==> config.mk <==
export PLATFORM = sky130hd
export DESIGN_NAME = countdown_timer
export DESIGN_NICKNAME = d
export VERILOG_FILES = /design/src/rtl/countdown_timer.sv
export SDC_FILE = /design/constraint.sdc
export NUM_CORES = 1
export LEC_CHECK = 0
export CORE_UTILIZATION = 60
export DETAILED_ROUTE_END_ITERATION = 16
export DONT_BUFFER_PORTS = 1
export PLACE_DENSITY = 0.76
export RECOVER_POWER = 100
export SLEW_MARGIN = 20
export SYNTH_ARGS = -nofsm -noshare
export SYNTH_HDL_FRONTEND = slang
export SYNTH_SLANG_ARGS = --single-unit
==> constraint.sdc <==
create_clock -name clk_100MHz -period 5.2 [get_ports clk_100MHz]
set_input_delay 1.04 -clock clk_100MHz [delete_from_list [all_inputs] [get_ports clk_100MHz]]
set_output_delay 1.04 -clock clk_100MHz [all_outputs]
set_load 0.05 [all_outputs]
==> src/rtl/countdown_timer.sv <==
// HH:MM:SS countdown timer with BCD digit outputs; decrements once per TICKS_PER_SEC clocks.
// Define COUNTDOWN_AUTO_RELOAD_EN to reload the stored preset on expiry instead of halting.
module countdown_timer #(
    parameter int TICKS_PER_SEC = 100_000_000,
    parameter int CNT_W         = 27
) (
    input  logic       clk_100MHz,
    input  logic       reset_n,
    input  logic       start,
    input  logic       pause,
    input  logic       clear,
    input  logic       load,
    input  logic [4:0] set_hour,
    input  logic [5:0] set_min,
    input  logic [5:0] set_sec,
    output logic [3:0] sec_first,
    output logic [3:0] sec_second,
    output logic [3:0] min_first,
    output logic [3:0] min_second,
    output logic [3:0] hour_first,
    output logic [3:0] hour_second,
    output logic       one_sec,
    output logic       running,
    output logic       expired
);

    localparam logic [1:0] ST_IDLE    = 2'd0;
    localparam logic [1:0] ST_RUN     = 2'd1;
    localparam logic [1:0] ST_PAUSED  = 2'd2;
    localparam logic [1:0] ST_EXPIRED = 2'd3;

    localparam logic [CNT_W-1:0] LAST_TICK = CNT_W'(TICKS_PER_SEC - 1);

    logic [1:0]       state_q, state_d;
    logic [4:0]       hour_q, hour_d;
    logic [5:0]       min_q, min_d;
    logic [5:0]       sec_q, sec_d;
    logic [4:0]       pre_hour_q, pre_hour_d;
    logic [5:0]       pre_min_q, pre_min_d;
    logic [5:0]       pre_sec_q, pre_sec_d;
    logic [CNT_W-1:0] prescaler_q, prescaler_d;
    logic             one_sec_q, one_sec_d;
    logic             running_q;
    logic             expired_q, expired_d;
    logic             reload_pulse;

    logic [4:0] sat_hour;
    logic [5:0] sat_min;
    logic [5:0] sat_sec;
    logic [4:0] dec_hour;
    logic [5:0] dec_min;
    logic [5:0] dec_sec;
    logic       time_zero;
    logic       dec_zero;
    logic       tick;

    assign sat_hour  = (set_hour > 5'd23) ? 5'd23 : set_hour;
    assign sat_min   = (set_min  > 6'd59) ? 6'd59 : set_min;
    assign sat_sec   = (set_sec  > 6'd59) ? 6'd59 : set_sec;
    assign time_zero = (hour_q == 5'd0) && (min_q == 6'd0) && (sec_q == 6'd0);
    assign tick      = (state_q == ST_RUN) && (prescaler_q == LAST_TICK);

    // Borrow cascade: seconds first, then minutes, then hours; never goes below zero.
    always_comb begin
        dec_hour = hour_q;
        dec_min  = min_q;
        dec_sec  = sec_q;
        if (sec_q != 6'd0) begin
            dec_sec = sec_q - 6'd1;
        end else if (min_q != 6'd0) begin
            dec_min = min_q - 6'd1;
            dec_sec = 6'd59;
        end else if (hour_q != 5'd0) begin
            dec_hour = hour_q - 5'd1;
            dec_min  = 6'd59;
            dec_sec  = 6'd59;
        end
    end

    assign dec_zero = (dec_hour == 5'd0) && (dec_min == 6'd0) && (dec_sec == 6'd0);

`ifdef COUNTDOWN_AUTO_RELOAD_EN
    logic preset_zero;
    assign preset_zero = (pre_hour_q == 5'd0) && (pre_min_q == 6'd0) && (pre_sec_q == 6'd0);
`else
    logic preset_unused;
    assign preset_unused = ^{pre_hour_q, pre_min_q, pre_sec_q};
`endif

    always_comb begin
        state_d      = state_q;
        hour_d       = hour_q;
        min_d        = min_q;
        sec_d        = sec_q;
        pre_hour_d   = pre_hour_q;
        pre_min_d    = pre_min_q;
        pre_sec_d    = pre_sec_q;
        prescaler_d  = prescaler_q;
        one_sec_d    = 1'b0;
        reload_pulse = 1'b0;

        if (clear) begin
            state_d     = ST_IDLE;
            hour_d      = 5'd0;
            min_d       = 6'd0;
            sec_d       = 6'd0;
            prescaler_d = '0;
        end else begin
            case (state_q)
                ST_IDLE: begin
                    if (load) begin
                        hour_d = sat_hour;  min_d = sat_min;  sec_d = sat_sec;
                        pre_hour_d = sat_hour;  pre_min_d = sat_min;  pre_sec_d = sat_sec;
                    end else if (!pause && start && !time_zero) begin
                        state_d     = ST_RUN;
                        prescaler_d = '0;
                    end
                end
                ST_RUN: begin
                    // The cycle in which pause is sampled still counts, so resume keeps the phase exact.
                    if (tick) begin
                        prescaler_d = '0;
                        one_sec_d   = 1'b1;
                        hour_d      = dec_hour;
                        min_d       = dec_min;
                        sec_d       = dec_sec;
                    end else begin
                        prescaler_d = prescaler_q + 1'b1;
                    end
                    if (tick && dec_zero) begin
`ifdef COUNTDOWN_AUTO_RELOAD_EN
                        if (preset_zero) begin
                            state_d = ST_EXPIRED;
                        end else begin
                            hour_d       = pre_hour_q;
                            min_d        = pre_min_q;
                            sec_d        = pre_sec_q;
                            reload_pulse = 1'b1;
                            if (pause) state_d = ST_PAUSED;
                        end
`else
                        state_d = ST_EXPIRED;
`endif
                    end else if (pause) begin
                        state_d = ST_PAUSED;
                    end
                end
                ST_PAUSED: begin
                    if (load) begin
                        hour_d = sat_hour;  min_d = sat_min;  sec_d = sat_sec;
                        pre_hour_d = sat_hour;  pre_min_d = sat_min;  pre_sec_d = sat_sec;
                        prescaler_d = '0;
                    end else if (!pause && start && !time_zero) begin
                        state_d = ST_RUN;
                    end
                end
                default: begin
                    if (load) begin
                        hour_d = sat_hour;  min_d = sat_min;  sec_d = sat_sec;
                        pre_hour_d = sat_hour;  pre_min_d = sat_min;  pre_sec_d = sat_sec;
                        state_d = ST_IDLE;
                    end
                end
            endcase
        end
    end

    assign expired_d = (state_q == ST_EXPIRED) || reload_pulse;

    always_ff @(posedge clk_100MHz or negedge reset_n) begin
        if (!reset_n) begin
            state_q     <= ST_IDLE;
            hour_q      <= 5'd0;
            min_q       <= 6'd0;
            sec_q       <= 6'd0;
            pre_hour_q  <= 5'd0;
            pre_min_q   <= 6'd0;
            pre_sec_q   <= 6'd0;
            prescaler_q <= '0;
            one_sec_q   <= 1'b0;
            running_q   <= 1'b0;
            expired_q   <= 1'b0;
        end else begin
            state_q     <= state_d;
            hour_q      <= hour_d;
            min_q       <= min_d;
            sec_q       <= sec_d;
            pre_hour_q  <= pre_hour_d;
            pre_min_q   <= pre_min_d;
            pre_sec_q   <= pre_sec_d;
            prescaler_q <= prescaler_d;
            one_sec_q   <= one_sec_d;
            running_q   <= (state_q == ST_RUN);
            expired_q   <= expired_d;
        end
    end

    assign sec_first   = 4'(sec_q / 6'd10);
    assign sec_second  = 4'(sec_q % 6'd10);
    assign min_first   = 4'(min_q / 6'd10);
    assign min_second  = 4'(min_q % 6'd10);
    assign hour_first  = 4'(hour_q / 5'd10);
    assign hour_second = 4'(hour_q % 5'd10);
    assign one_sec     = one_sec_q;
    assign running     = running_q;
    assign expired     = expired_q;

endmodule

==> impl_metrics.py, run 1 <==
metrics = {
    "run_status": {
        "status": "finished with violations",
        "violations": "max-capacitance violations, max-slew violations",
    },
    "power": {
        "power.density_nw_per_um2": 264,
        "power.static_leakage_nw": 1.47,
        "peakVddDrop_v": 0.000204,
    },
    "timing": {
        "final-setup-viol-count": 0,
        "max_slew.worst_pin.slew_ns": 1.50,
        "drv_slew": 1,
        "fin_crit_ns": 4.33,
        "hold_viol": 0,
        "rsz0062_at_grt": "false",
        "slew_headroom": -0.00989,
        "finalWorstSetupSlack_ns": 0.873,
        "tns_ns": 0,
        "fin_crit_sh": 0.832,
        "fmax_mhz": 231,
        "fin_skew_ns": 0.0136,
    },
    "die": {
        "start_util": 0.637,
        "die-area_um2": 6760,
        "placementRows": 28,
        "dieHeight_um": 82.2,
        "fp.dieW_um": 82.2,
        "pin_count": 50,
        "core-area_um2": 6060,
    },
    "synth": {
        "yosysSeqAreaShare": 0.318,
        "async_flop_share": 1.00,
        "synthCells": 459,
        "synth_area_um2": 3860,
        "synthFlopType": "dfrtp_1",
        "syn_area_per_cell_um2": 8.41,
        "synth.distinct_cells": 67,
        "synth_seq_cells": 49,
        "synth_edf_count": 0,
        "synth_warnings": 0,
    },
    "grt": {
        "grt_pass1_vias": 3211,
        "grt_util_all_layers": 0.295,
        "overflow": 0,
        "antenna_found_initial": 0,
        "grt_pass1_wl_mm": 15.2,
        "grt_max_degree": 50,
    },
    "run": {
        "cap_violations": 1,
    },
    "routing": {
        "drc_errors": 0,
        "drt-vias-per-instance": 6.68,
        "via_count": 3496,
        "wl_per_cell_um": 17.5,
        "wl_mm": 9.14,
        "drtAntennaViolNets": 0,
        "drt_iter0_drc": 326,
        "firstDrtPassIters": 7,
    },
    "worst_setup_path": {
        "critPathKind": "register to register",
        "r2r-end": "prescaler_q[26]$_DFFE_PN0P_",
        "r2r_start": "sec_q[0]$_DFFE_PN0P_",
        "cp.depth": 8,
        "r2r_cells": 8,
        "cp.buffers_inverters": 1,
        "cp_max_fo": 21,
        "arrival_ns": 4.56,
        "cp_slowest_cell": "nor3b_1",
        "endpoint_kind": "register",
        "cp_data_required_time_ns": 5.43,
        "max_stage_delay_ns": 0.85,
        "worstSetupStartpointType": "register",
        "reg2reg_slack_ns": 0.87,
        "crit_family": "simple AND/OR/NAND/NOR gates",
        "path_cells": "inv_1 -> ha_1 -> nor3b_1 -> and4_1 -> or4_1 -> and2_0 -> a21oi_2 -> a21oi_1",
    },
    "clock_network": {
        "clk_pin_slew_worst_paths_ns": 0.10,
        "cts_tree": "yes",
        "clock_latency_ns": 0.31,
        "ctsHtreeMaxLevel": 2,
        "cts_root_buf": "clkbuf_8",
        "clockBufferDepth": 2,
        "cts_resized": 0,
        "cts_buffers": 5,
        "cts_sinks": 49,
        "cts_setup_buffers": 0,
        "holdBufCountCts": 0,
    },
    "finish": {
        "n_antenna_cell": 0,
        "drive_gt1_frac": 0.0692,
        "stdcell_area_um2": 3930,
        "syn_to_final_growth_pct": 1.65,
        "final_util": 0.648,
        "fillers": 520,
        "seqCellArea_um2": 1230,
        "multiInputGateArea_um2": 2380,
        "nNetsFinal": 484,
    },
    "placed_design": {
        "gp_congestion": 0.983,
        "post_dp_cell_area_um2": 3860,
        "hpwlAfterDp_mm": 6.57,
        "numPortBuffers": 0,
        "pre_cts_slack_ns": 1.44,
    },
    "hold_path": {
        "hold_class": "input port to asynchronous set/reset pin",
    },
}
-- cell usage after synthesis (8+ instances only) --
cell | count | area, µm²
a211oi_1 | 16 | 120
o21ai_0 | 28 | 140
nand4_1 | 10 | 62.6
dfrtp_1 | 49 | 1230
buf_4 | 10 | 75.1
nor2_1 | 52 | 195
inv_1 | 17 | 63.8
nand2_1 | 44 | 165
a21oi_1 | 25 | 125
ha_1 | 14 | 175
xnor2_1 | 20 | 175
nand2b_1 | 8 | 50.1
clkbuf_1 | 12 | 45.0
nand3_1 | 21 | 105
-- how the worst max path moves through the flow --
stage	from	end	slack, ns
finish	sec_q[0]$_DFFE_PN0P_	prescaler_q[26]$_DFFE_PN0P_	0.87
global placement	sec_q[0]$_DFFE_PN0P_	prescaler_q[22]$_DFFE_PN0P_	1.60
floorplan	sec_q[5]$_DFFE_PN0P_	sec_second[3]	1.19
global route	min_q[0]$_DFFE_PN0P_	prescaler_q[20]$_DFFE_PN0P_	0.53
CTS	hour_q[0]$_DFFE_PN0P_	hour_second[2]	1.23
detailed placement	sec_q[0]$_DFFE_PN0P_	prescaler_q[14]$_DFFE_PN0P_	1.44
-- area by class of cell --
| cell class | instances | share of cell area |
|---|---|---|
| inverter | 18 | 0.0172 |
| timing repair buffer | 10 | 0.0105 |
| tap | 75 | 0.0239 |
| sequential | 49 | 0.312 |
| clock buffer | 6 | 0.0185 |
| multi-input combinational | 363 | 0.608 |
| clock inverter | 2 | 0.00988 |
-- power by group --
part	total, mW	internal, mW	switching, mW
logic	0.327	0.0942	0.233
clock network	0.278	0.145	0.133
registers	0.431	0.392	0.0386
total	1.04	0.631	0.404
-- cell usage in the layout, fill, tap and decap left out, drive strengths merged, types with 6 or more instances in the layout --
cell type	count
a2111oi	8
a211oi	16
a21oi	27
clkbuf	15
dfrtp	49
ha	14
inv	17
nand2	44
nand2b	8
nand3	22
nand4	10
nor2	52
nor3	7
nor3b	6
o21ai	29
or3	7
xnor2	20
-- stage by stage --
| stage | std cells | total power, mW | hold WS [ns] |
|---|---|---|---|
| after floorplan | 462 | 0.720 | 0.444 |
| after global placement | 515 | 0.770 | 0.486 |
| after detailed placement | 515 | 0.778 | 0.486 |
| after CTS | 523 | 1.05 | 0.412 |
| after global routing | 523 | 1.09 | 0.396 |
| final | 523 | 1.04 | 0.418 |
-- layer usage --
metal / up-vias / routed length (µm) / global-route usage
li1: 1654 / - / -
met1: 1661 / 4340 / 0.430
met2: 162 / 3890 / 0.432
met3: 19 / 716 / 0.0626
met4: 0 / 193 / 0.0982
met5: - / 0 / 0
-- worst register-to-register path: stages, from the launching register on --
cell and delay, ns:
dfrtp_1 0.62, inv_1 0.24, ha_1 0.23, nor3b_1 0.85
and4_1 0.44, or4_1 0.50, and2_0 0.80, a21oi_2 0.34
a21oi_1 0.22
-- cells by family (layout without fill, tap and decap cells) --
family	after synthesis	count (layout)	share of synthesized area
AO/OA/AOI/OAI	124	124	0.227
flip-flops	49	49	0.318
multiplexers	9	9	0.0246
XOR/XNOR	24	24	0.0544
buffers and inverters	50	36	0.0645
adder cells (fa/ha/maj)	14	14	0.0454
other	1	4	0.000971
AND/OR/NAND/NOR	188	188	0.265
-- state kept, by name, summed over array words and instances (netlist names) --
register     count
running          1
sec_q            6
min_q            6
state_q          2
expired          1
one_sec          1
prescaler_q     27
hour_q           5
Power figures use the tool's default switching activity.
==> inputs of run 2 (changes only) <==
- CORE_UTILIZATION: 60 -> 58
- clock period: 5.2 -> 3.6 ns (I/O delays scaled with it)
==> impl_metrics.py, run 2 (synthesis results as in run 1) <==
metrics = {
    "run_status": {
        "status": "finished clean",
    },
    "clock_network": {
        "clockBufferDepth": 2,
        "clock_latency_ns": 0.31,
        "ctsHtreeMaxLevel": 2,
        "cts_setup_buffers": 0,
        "holdBufCountCts": 0,
        "cts_root_buf": "clkbuf_8",
        "clk_pin_slew_worst_paths_ns": 0.10,
        "cts_tree": "yes",
        "cts_buffers": 5,
        "cts_sinks": 49,
    },
    "worst_setup_path": {
        "cp_data_required_time_ns": 2.88,
        "arrival_ns": 2.69,
        "cp_max_fo": 11,
        "endpoint_kind": "primary output",
        "max_stage_delay_ns": 0.54,
        "critPathKind": "register to primary output",
        "cp_slowest_cell": "dfrtp_1",
        "worstSetupStartpointType": "register",
        "r2r_cells": 9,
        "path_cells": "nor2_1 -> o21ai_0 -> a22o_1 -> xnor2_1 -> ha_1 -> nor2_1 -> xnor2_1 -> clkbuf_4",
    },
    "routing": {
        "wl_per_cell_um": 17.8,
        "via_count": 3555,
        "firstDrtPassIters": 5,
        "wl_mm": 9.55,
        "drtAntennaViolNets": 0,
        "drc_errors": 0,
        "drt-vias-per-instance": 6.62,
        "drt_iter0_drc": 295,
    },
    "timing": {
        "rsz0062_at_grt": "false",
        "fmax_mhz": 293,
        "max_slew.worst_pin.slew_ns": 0.996,
        "drv_slew": 0,
        "fin_crit_ns": 3.41,
        "slew_headroom": 0.336,
        "hold_viol": 0,
        "fin_skew_ns": 0.00741,
        "tns_ns": 0,
        "final-setup-viol-count": 0,
        "fin_crit_sh": 0.948,
    },
    "hold_path": {
        "hold_class": "input port to asynchronous set/reset pin",
    },
    "grt": {
        "grt_max_degree": 50,
        "overflow": 0,
        "grt_pass1_wl_mm": 16.5,
        "grt_util_all_layers": 0.288,
        "antenna_found_initial": 0,
        "grt_pass1_vias": 3343,
    },
    "placed_design": {
        "gp_congestion": 0.972,
        "hpwlAfterDp_mm": 6.86,
        "numPortBuffers": 0,
        "placed_cells": 529,
    },
    "die": {
        "die-area_um2": 6990,
        "core-area_um2": 6390,
        "fp.dieW_um": 83.6,
        "start_util": 0.605,
        "pin_count": 50,
        "dieHeight_um": 83.6,
        "placementRows": 29,
    },
    "finish": {
        "syn_to_final_growth_pct": 3.56,
        "drive_gt1_frac": 0.107,
        "instances_no_fill": 537,
        "nNetsFinal": 496,
        "final_util": 0.626,
        "fillers": 578,
        "final_cell_mix": "52 x nor2_1, 48 x dfrtp_1, 44 x nand2_1",
        "n_antenna_cell": 0,
        "largestRegisters": "prescaler_q: 27 flops, min_q: 6 flops, sec_q: 6 flops",
        "regMostFlops": "prescaler_q",
        "final_common_cell": "nor2_1",
        "largest_register_ff_count": 27,
        "multiInputGateArea_um2": 2390,
        "seqCellArea_um2": 1230,
    },
    "run": {
        "cap_violations": 0,
    },
    "power": {
        "peakVddDrop_v": 0.000278,
        "power.density_nw_per_um2": 370,
        "power.static_leakage_nw": 1.52,
        "fin_total_pwr_mw": 1.48,
    },
}
run 2: cell types whose count changed in the layout (fill, tap and decap cells not counted), sizes merged:
cell / change
buf: +10
bufinv: -1
clkbuf: +1
clkinvlp: +1
inv: +1
run 2: final timing paths:
| check | slack [ns] | end | start |
|---|---|---|---|
| worst max-delay path | 0.19 | min_second[3] | min_q[3]$_DFFE_PN0P_ |
| worst min-delay path | 0.09 | sec_q[5]$_DFFE_PN0P_ | reset_n |
| worst max register to register | 0.42 | prescaler_q[16]$_DFFE_PN0P_ | state_q[1]$_DFFE_PN0P_ |
| worst min register to register | 0.51 | prescaler_q[7]$_DFFE_PN0P_ | prescaler_q[7]$_DFFE_PN0P_ |
| max in group asynchronous | 3.41 | sec_q[0]$_DFFE_PN0P_ | reset_n |
| min in group clk_100MHz | 0.46 | sec_q[5]$_DFFE_PN0P_ | clear |
run 2: repair_timing:
item                       4_1_cts  5_1_grt
setup endpoints to repair        0        1
hold endpoints to repair         0        0
gates resized for setup          0        1
run 2: layer usage:
layer,up-vias,part of all wire,track usage
li1,1673,-,-
met1,1692,0.46,0.436
met2,164,0.43,0.422
met3,26,0.079,0.0445
met4,0,0.026,0.0909
met5,-,0,0
run 2: per-stage QoR:
stage                     cell area, µm²  setup WS [ns]  hold slack [ns]
after floorplan                     3880         0.0711            0.424
after global placement              3960          0.581            0.426
after detailed placement            3960          0.511            0.426
after CTS                           4050          0.166           0.0841
after global routing                4000         0.0182           0.0769
final                               4000          0.187           0.0879
run 2: worst max-delay path, delay by kind of cell (launching register included):
kind / cells / cell delay (ns)
flops: 1 / 0.54
fa+ha+maj: 1 / 0.21
simple gates: 2 / 0.46
compound gates: 2 / 0.57
buf+inv: 1 / 0.24
xor+xnor: 2 / 0.35
run 2: power breakdown:
part | switching [mW] | leakage [nW] | internal [mW]
Clock | 0.205 | 0.0445 | 0.138
Combinational | 0.360 | 0.810 | 0.166
Sequential | 0.0416 | 0.669 | 0.567
run 2: cell type report:
cell class	count	area share
multi-input cells	363	0.598
flip-flops and latches	49	0.307
repair buffers	22	0.0319
well taps	77	0.0241
clock buffers	5	0.0172
inverters	18	0.0169
clock inverters	3	0.00532
